[src/rtl/exec_alu_pip0.sv]
// exec_alu_pip0: execute stage for pipe 0.
// E1 latches one issued micro-op per cycle. Single-cycle ALU ops produce a
// result at the next edge. MUL runs a 32-iteration shift-add loop while
// holding E1 and stalling issue. E2 registers drive every result output.
module exec_alu_pip0 #(
  parameter int                   W_PD_UOPS  = 6,
  parameter int                   W_PD_DATA  = 32,
  parameter int                   W_PA_REG   = 5,
  parameter int                   W_AA_INSTR = 32,
  parameter int                   W_MCNT     = 5,
  parameter logic [W_PD_UOPS-1:0] unused_op  = 6'b111111
) (
  input  logic                  clk,
  input  logic                  rst_n,
  input  logic [W_PD_UOPS-1:0]  DFI_PD_uops,
  input  logic [W_PD_DATA-1:0]  DFI_PD_rs,
  input  logic [W_PD_DATA-1:0]  DFI_PD_rt,
  input  logic [W_PD_DATA-1:0]  DFI_PD_imm,
  input  logic [W_AA_INSTR-1:0] DFI_AA_pc,
  input  logic [W_PA_REG-1:0]   DFI_PA_rd,
  input  logic                  CFI_PC_clear,
  output logic [W_PD_DATA-1:0]  DFO_PD_res,
  output logic [W_PA_REG-1:0]   DFO_PA_rd,
  output logic                  DFO_PV_res,
  output logic [W_AA_INSTR-1:0] DFO_AA_pc,
  output logic                  CFO_PC_busy,
  output logic                  CFO_PC_ill
);

  localparam int                   W_SH   = $clog2(W_PD_DATA);
  localparam logic [W_PD_UOPS-1:0] OP_MUL = W_PD_UOPS'(6'b011000);
  localparam logic [2:0]           GRP_RR = 3'b000;
  localparam logic [2:0]           GRP_RI = 3'b010;
  localparam logic [W_MCNT-1:0]    CNT_LAST = {W_MCNT{1'b1}};

  typedef enum logic {S_IDLE, S_RUN} state_t;

  // Single-cycle ALU; SLT compares as two's-complement, shifts use B's low bits
  function automatic logic [W_PD_DATA-1:0] alu_calc(
    input logic [2:0]           op,
    input logic [W_PD_DATA-1:0] a,
    input logic [W_PD_DATA-1:0] b
  );
    logic signed [W_PD_DATA-1:0] sa;
    logic signed [W_PD_DATA-1:0] sb;
    logic [W_SH-1:0]             sh;
    sa = $signed(a);
    sb = $signed(b);
    sh = b[W_SH-1:0];
    case (op)
      3'd0:    alu_calc = a + b;
      3'd1:    alu_calc = a - b;
      3'd2:    alu_calc = a & b;
      3'd3:    alu_calc = a | b;
      3'd4:    alu_calc = a ^ b;
      3'd5:    alu_calc = (sa < sb) ? W_PD_DATA'(1) : '0;
      3'd6:    alu_calc = a << sh;
      default: alu_calc = a >> sh;
    endcase
  endfunction

  // Reg-reg group, reg-imm group and the single MUL code are the defined uops
  function automatic logic uop_defined(input logic [W_PD_UOPS-1:0] u);
    logic [2:0] grp;
    grp = u[W_PD_UOPS-1 -: 3];
    uop_defined = (grp == GRP_RR) || (grp == GRP_RI) || (u == OP_MUL);
  endfunction

  // E1 issue latch
  logic                  r_vld_p1;
  logic [W_PD_UOPS-1:0]  r_uops_p1;
  logic [W_PD_DATA-1:0]  r_a_p1;
  logic [W_PD_DATA-1:0]  r_b_p1;
  logic [W_PA_REG-1:0]   r_rd_p1;
  logic [W_AA_INSTR-1:0] r_pc_p1;

  // E2 output register
  logic                  r_vld_p2;
  logic                  r_ill_p2;
  logic [W_PD_DATA-1:0]  r_res_p2;
  logic [W_PA_REG-1:0]   r_rd_p2;
  logic [W_AA_INSTR-1:0] r_pc_p2;

  // Iterative multiplier
  state_t                r_state;
  state_t                w_state_nxt;
  logic [W_MCNT-1:0]     r_cnt;
  logic [W_MCNT-1:0]     w_cnt_nxt;
  logic [W_PD_DATA-1:0]  r_acc;
  logic [W_PD_DATA-1:0]  r_mcand;
  logic [W_PD_DATA-1:0]  r_mplier;
  logic [W_PD_DATA-1:0]  w_acc_nxt;

  logic                  w_e1_def;
  logic                  w_e1_mul;
  logic                  w_e1_alu;
  logic                  w_e1_wr;
  logic                  w_mul_start;
  logic                  w_mul_last;
  logic                  w_busy;
  logic [W_PD_DATA-1:0]  w_alu_res;

  assign w_e1_def    = uop_defined(r_uops_p1);
  assign w_e1_mul    = r_vld_p1 && (r_uops_p1 == OP_MUL);
  assign w_e1_alu    = r_vld_p1 && w_e1_def && (r_uops_p1 != OP_MUL);
  assign w_e1_wr     = (r_rd_p1 != '0);
  assign w_mul_start = (r_state == S_IDLE) && w_e1_mul && !CFI_PC_clear;
  assign w_mul_last  = (r_state == S_RUN) && (r_cnt == CNT_LAST);
  // Busy drops in the final iteration so the next op overlaps the writeback
  assign w_busy      = w_e1_mul && !w_mul_last;
  assign w_alu_res   = alu_calc(r_uops_p1[2:0], r_a_p1, r_b_p1);
  assign w_acc_nxt   = r_acc + (r_mplier[0] ? r_mcand : '0);

  assign CFO_PC_busy = w_busy;
  assign CFO_PC_ill  = r_ill_p2;
  assign DFO_PV_res  = r_vld_p2;
  assign DFO_PD_res  = r_res_p2;
  assign DFO_PA_rd   = r_rd_p2;
  assign DFO_AA_pc   = r_pc_p2;

  // ---- stage E1: accept a new op when idle, hold while a MUL runs ----
  always_ff @(posedge clk or negedge rst_n) begin
    if (!rst_n) begin
      r_vld_p1  <= 1'b0;
      r_uops_p1 <= unused_op;
      r_a_p1    <= '0;
      r_b_p1    <= '0;
      r_rd_p1   <= '0;
      r_pc_p1   <= '0;
    end else if (CFI_PC_clear) begin
      r_vld_p1 <= 1'b0;
    end else if (!w_busy) begin
      r_vld_p1 <= (DFI_PD_uops != unused_op);
      if (DFI_PD_uops != unused_op) begin
        r_uops_p1 <= DFI_PD_uops;
        r_a_p1    <= DFI_PD_rs;
        r_b_p1    <= (DFI_PD_uops[W_PD_UOPS-1 -: 3] == GRP_RI) ? DFI_PD_imm : DFI_PD_rt;
        r_rd_p1   <= DFI_PA_rd;
        r_pc_p1   <= DFI_AA_pc;
      end
    end
  end

  // MUL state register and iteration counter
  always_ff @(posedge clk or negedge rst_n) begin
    if (!rst_n) begin
      r_state <= S_IDLE;
      r_cnt   <= '0;
    end else begin
      r_state <= w_state_nxt;
      r_cnt   <= w_cnt_nxt;
    end
  end

  // MUL next state; the entry edge performs iteration 0, so the counter
  // then names the iteration to perform at the coming edge
  always_comb begin
    w_state_nxt = r_state;
    w_cnt_nxt   = r_cnt;
    if (CFI_PC_clear) begin
      w_state_nxt = S_IDLE;
      w_cnt_nxt   = '0;
    end else begin
      case (r_state)
        S_IDLE: begin
          if (w_e1_mul) begin
            w_state_nxt = S_RUN;
            w_cnt_nxt   = W_MCNT'(1);
          end
        end
        default: begin
          if (r_cnt == CNT_LAST) begin
            w_state_nxt = S_IDLE;
            w_cnt_nxt   = '0;
          end else begin
            w_cnt_nxt = r_cnt + W_MCNT'(1);
          end
        end
      endcase
    end
  end

  // Shift-add datapath: multiplier shifts right, multiplicand left
  always_ff @(posedge clk or negedge rst_n) begin
    if (!rst_n) begin
      r_acc    <= '0;
      r_mcand  <= '0;
      r_mplier <= '0;
    end else if (w_mul_start) begin
      r_acc    <= r_b_p1[0] ? r_a_p1 : '0;
      r_mcand  <= r_a_p1 << 1;
      r_mplier <= r_b_p1 >> 1;
    end else if (r_state == S_RUN) begin
      r_acc    <= w_acc_nxt;
      r_mcand  <= r_mcand << 1;
      r_mplier <= r_mplier >> 1;
    end
  end

  // ---- stage E2: register ALU result or final product; rd 0 not broadcast ----
  always_ff @(posedge clk or negedge rst_n) begin
    if (!rst_n) begin
      r_vld_p2 <= 1'b0;
      r_ill_p2 <= 1'b0;
      r_res_p2 <= '0;
      r_rd_p2  <= '0;
      r_pc_p2  <= '0;
    end else if (CFI_PC_clear) begin
      r_vld_p2 <= 1'b0;
      r_ill_p2 <= 1'b0;
    end else begin
      r_ill_p2 <= r_vld_p1 && !w_e1_def;
      r_vld_p2 <= 1'b0;
      if (w_e1_alu || w_mul_last) begin
        r_vld_p2 <= w_e1_wr;
        if (w_e1_wr) begin
          r_res_p2 <= w_e1_alu ? w_alu_res : w_acc_nxt;
          r_rd_p2  <= r_rd_p1;
          r_pc_p2  <= r_pc_p1;
        end
      end
    end
  end

endmodule

[config.mk]
export PLATFORM = sky130hd
export DESIGN_NAME = exec_alu_pip0
export DESIGN_NICKNAME = d
export VERILOG_FILES = /design/src/rtl/exec_alu_pip0.sv
export SDC_FILE = /design/constraint.sdc
export NUM_CORES = 1
export LEC_CHECK = 0
export ABC_CLOCK_PERIOD_IN_PS = 5500
export BUFFER_PORTS_ARGS = -buffer_cell sky130_fd_sc_hd__buf_2
export CAP_MARGIN = 20
export CORE_ASPECT_RATIO = 0.75
export CORE_UTILIZATION = 35
export CTS_CLUSTER_DIAMETER = 40
export CTS_CLUSTER_SIZE = 20
export DETAILED_ROUTE_END_ITERATION = 8
export GPL_ROUTABILITY_DRIVEN = 0
export PLACE_DENSITY = 0.61
export SKIP_CTS_REPAIR_TIMING = 1
export SLEW_MARGIN = 20
export SYNTH_ARGS = -nofsm -noshare
export SYNTH_HDL_FRONTEND = slang
export SYNTH_SLANG_ARGS = --single-unit
[constraint.sdc]
create_clock -name clk -period 5.5 [get_ports clk]
set_input_delay 0.275 -clock clk [delete_from_list [all_inputs] [get_ports clk]]
set_output_delay 0.275 -clock clk [all_outputs]
set_load 0.02 [all_outputs]
# After elaboration in Yosys (flattened, before gate mapping)
# Index checks and enable logic that the tools add are counted.
# word_totals
ff_bits,281
in_bits,142
out_inout_bits,72
wordCells,88
# classes
addsub,4
order_cmp,1
eq_ne,13
shifts,2
n_mux,25
bitwise,6
reduce_logical,21
# ops
op,n
32-bit 2-to-1 mux,10
32-bit one-hot mux with 7 select lines,1
32-bit adder,2
32-bit bitwise AND,1
32-bit < comparator,1
32-bit bitwise OR,1
32-bit by 5-bit left shift with 32-bit output,1
32-bit by 5-bit >> shifter with 32-bit output,1
32-bit subtractor,1
32-bit XOR,1
5-bit 2-to-1 mux,4
3-bit by 2-bit equality test with 1-bit output (second input constant),4
1-bit 2-to-1 mux,10
3-bit equality test (second input constant),3
1-bit logical AND,8
6-bit by 5-bit equality test with 1-bit output (second input constant),1
3-bit logical NOT,2
6-bit by 5-bit inequality test with 1-bit output (second input constant),1
6-bit inequality test (second input constant),1
3-bit AND reduction,2
5-bit by 1-bit adder with 5-bit output (second input constant),1
5-bit equality test (second input constant),1
5-bit nonzero test,1
3-bit by 1-bit equality test with 1-bit output (second input constant),1
6 further kinds,12

# Logic depth before layout (Yosys ltp)
# logic_depth
word_depth,8
mapped_depth,16
mapped_depth_nobuf,13

# Worst setup path before layout
# No wires, ideal clock.
# synth_timing
kind,reg-to-reg
start,register r_b_p1[2]
end,"register r_res_p2[22], in the netlist DFO_PD_res[22]"
t_arrival_ps,3756
slack_ps,1612
path_stages_with_launch,17
path_buffers,5
cell_sequence,dfrtp_1 buf_2 inv_1 buf_2 clkbuf_1 clkbuf_1 ha_1 buf_6 a211oi_2 o21a_2 a21oi_2 a221o_2 a311oi_4 o31ai_1 xnor2_1 a221oi_1 o21ai_0
# synth_between
elab_chain_len,3
# synth_rtl
item,line,source
start: declaration,73,logic [W_PD_DATA-1:0] r_b_p1;
start signal: assignment,137,r_b_p1 <= (DFI_PD_uops[W_PD_UOPS-1 -: 3] == GRP_RI) ? DFI_PD_imm : DFI_PD_rt;
"32-bit subtractor, or another cell as far along",52,3'd1: alu_calc = a - b;
32-bit one-hot mux with 7 select lines *,50,case (op)
32-bit 2-to-1 mux *,217,r_res_p2 <= w_e1_alu ? w_alu_res : w_acc_nxt;
end signal: assignment,217,
end: declaration,80,logic [W_PD_DATA-1:0] r_res_p2;
# Mark *: on every way between the ends. The rest lies on a longest branch, timed or not.
# A chain may end at the register's enable or synchronous reset.

# Final worst setup path
# layout_timing
start,register r_b_p1[0]
end,"register r_res_p2[22], in the netlist DFO_PD_res[22]"
# The elaborated chain is that of the path after synthesis.

==> flow_summary.yaml <==
critical_path:
  cp_data_required_time_ns: 5.96
  r2r_slack_ns: 1.04
  path_max_fanout: 55
  reg2reg_from: "r_b_p1[0]"
  arrival_ns: 4.92
  start_kind: "register"
  worstReg2RegEnd: "DFO_PD_res[22]"
  slowest_stage: "dfrtp_4"
  critical_path_class: "reg -> reg"
  crit_path_start: "r_b_p1[0]"
  critPathTopFamily: "compound AO/OA/AOI/OAI gates"
  crit_chain: "ha_1 -> fa_1 -> a211oi_2 -> o21a_2 -> a21oi_2 -> a221o_2 -> a311oi_4 -> o31ai_1 -> xnor2_1 -> a221oi_1 -> o21ai_0"
  end_kind: "register"
  cp_num_buf_inv: 0
  r2r_cells: 11
  critPathMaxStageDelay_ns: 0.77
clocking:
  cts_buffers: 49
  path_clk_slew_ns: 0.05
  root_buffer: "clkbuf_16"
  clock-sinks: 279
  cts_tree: "done"
  cts_max_level: 2
  ctsLongestPathBuffers: 3
  insertion_delay_ns: 0.63
pwr:
  p_sw_share_pct: 42.1
  pwr-share-clk_pct: 31.3
  leakage_uw: 0.0118
  p_int_uw: 5720
  ir_drop_uv: 222
  combPwrFrac_pct: 36.9
  power_switching_uw: 4150
  powerDensity_nw_per_um2: 382
  pwr-share-seq_pct: 31.8
sta:
  finalCritPeriodShare_pct: 81.1
  final.setup.tns_ns: 0
  fmax_mhz: 224
  slew_viol_final: 0
  finalSetupViolCount: 0
  rsz0062_at_grt: "no"
  worst_pin_slew_ns: 1.24
  period_minus_slack_ns: 4.46
  hold_slack_ns: -0.0356
  hold_viol_final: 15
  fin_skew_ns: 0.0485
  relSlewSlack_pct: 17.2
global_route:
  grt_max_degree: 132
  grt_pass1_vias: 20700
  gr-usage-all-layers_pct: 26.5
  antenna_found_initial: 1
  grt_first_pass_wirelength_um: 129000
  grt-ovfl-total: 0
die:
  fp.dieW_um: 290
  start_util_pct: 35.7
  fp.dieH_um: 218
  rows: 78
  core_um2: 60900
  io_pins: 214
  dieArea_um2: 63200
finish:
  drive_above_1_share_pct: 17.2
  area_growth_syn_to_layout_pct: 18.7
  stdcell_count: 3626
  n_antenna_cell: 0
  design_area_um2: 25800
  finish.net_count: 3077
  fin_util_pct: 42.4
  nFillCells: 6153
hold_path:
  hold_path_startpoint: "DFI_PD_rt[15]"
  min_to: "r_b_p1[15]"
  holdCritPathClass: "in -> reg"
  holdPathStages: 3
placed_design:
  place_area_um2: 23300
  dp.cells: 3453
  dp_hpwl_um: 62500
  port_buffers: 213
synthesis:
  postSynthCellCount: 2583
  synth.net_count: 2874
  ys.flop_type: "dfrtp_1"
  yosysUniqueCellTypes: 95
  avgSynthCellArea_um2: 8.42
  synth_edf_count: 0
  synth-seq-area-share_pct: 32.1
  synth_area_um2: 21700
  ys_ff_latch: 279
  ys_warn_count: 0
  synth-async-reset-ratio_pct: 100
route:
  wl_um: 87500
  drtIter0Drc: 3107
  vias_per_cell: 6.14
  first_pass_iters: 9
  ant_nets: 0
  drc: 11
  num_vias: 22300
  post_drt_wl_per_cell_um: 24.1
status:
  status: "complete, but fails checks"
  violations: "DRC, hold timing"
flow_run:
  max-cap-violations: 0
-- synth_stat cells, types with 53 or more instances --
| cell type | count | area [um2] |
|---|---|---|
| ha_1 | 146 | 1830 |
| nor3_1 | 61 | 305 |
| o21ai_0 | 161 | 806 |
| clkbuf_1 | 115 | 432 |
| nand2_1 | 420 | 1580 |
| mux2i_1 | 91 | 911 |
| mux2_2 | 53 | 597 |
| inv_1 | 100 | 375 |
| a21oi_1 | 215 | 1080 |
| nor2_1 | 219 | 822 |
| a22oi_1 | 75 | 563 |
| dfrtp_1 | 273 | 6830 |
-- worst max-delay path by stage --
stage | endpoint | cells after the start
CTS | DFO_PD_res[22] | 11
detailed placement | DFO_PD_res[22] | 11
global placement | DFO_PD_res[22] | 11
floorplan | DFO_PD_res[22] | 16
finish | DFO_PD_res[22] | 11
global route | DFO_PD_res[22] | 11
-- layout make-up --
class,count,area [um2],area share (%)
Clock buffer,59,1310,5.09
Clock inverter,32,360,1.40
Inverter,107,402,1.56
Multi-Input combinational cell,2016,13500,52.5
Sequential cell,279,7000,27.1
Tap cell,800,1000,3.88
Timing Repair Buffer,333,2190,8.50
-- metal layers --
layer	GRT usage, %	up-vias	part of all wire, %
met5	0.838	-	0.13
met4	10.7	4	4.5
met3	11.1	315	15
met2	36.9	1555	40
met1	35.8	10700	40
li1	-	9735	-
-- sequential cells by signal (all words and copies together), names as in the netlist --
| register | cells |
|---|---|
| DFO_AA_pc | 32 |
| DFO_PV_res | 1 |
| DFO_PA_rd | 5 |
| r_vld_p1 | 1 |
| r_rd_p1 | 5 |
| r_a_p1 | 32 |
| r_state | 1 |
| CFO_PC_ill | 1 |
| r_mplier | 31 |
| r_uops_p1 | 6 |
| r_mcand | 31 |
| DFO_PD_res | 32 |
| r_b_p1 | 32 |
| r_acc | 32 |
| r_pc_p1 | 32 |
| r_cnt | 5 |
-- power groups by stage --
stage / logic (uW) / registers [uW] / clock network [uW]
2_1_floorplan: 2200 / 3110 / 0
3_3_place_gp: 3390 / 3120 / 0
3_5_place_dp: 3440 / 3130 / 0
4_1_cts: 3460 / 3100 / 3130
5_1_grt: 3880 / 3180 / 3230
6_report: 3640 / 3140 / 3090
-- worst reg2reg max path, delay by kind of cell, from the launching register on --
kind	cells	cell delay, ns
xor+xnor	1	0.15
fa+ha+maj	2	0.90
flops	1	0.77
compound gates	8	2.48
-- metrics by stage --
step                worst slack [ns]  total power, uW
finish                          1.04             9870
CTS                             1.19             9700
global placement                1.31             6510
global route                   0.863            10300
floorplan                       1.61             5310
detailed placement              1.20             6570
-- placed cells by master, fill, tap and decap left out, types with 27 or more instances in the layout --
master	count
inv_1	100
mux4_2	36
nor2_1	217
mux2_2	53
mux2i_1	91
buf_2	212
dfrtp_1	268
a22oi_1	75
clkbuf_16	49
nor3_1	57
nand2_1	420
ha_1	146
a221oi_1	27
and2_1	39
o21ai_0	161
a31oi_1	27
a211oi_1	43
dlygate4sd3_1	82
buf_4	37
a21oi_1	215
nand3_1	31
o211ai_1	28
-- cell families after synthesis --
logic type,synth area share (%)
multiplexers,10.7
AND/OR/NAND/NOR,17.3
adder cells (fa/ha/maj),8.68
buffers and inverters,5.80
XOR/XNOR,1.81
AO/OA/AOI/OAI,23.6
flip-flops,32.1
Power figures use the tool's default switching activity.
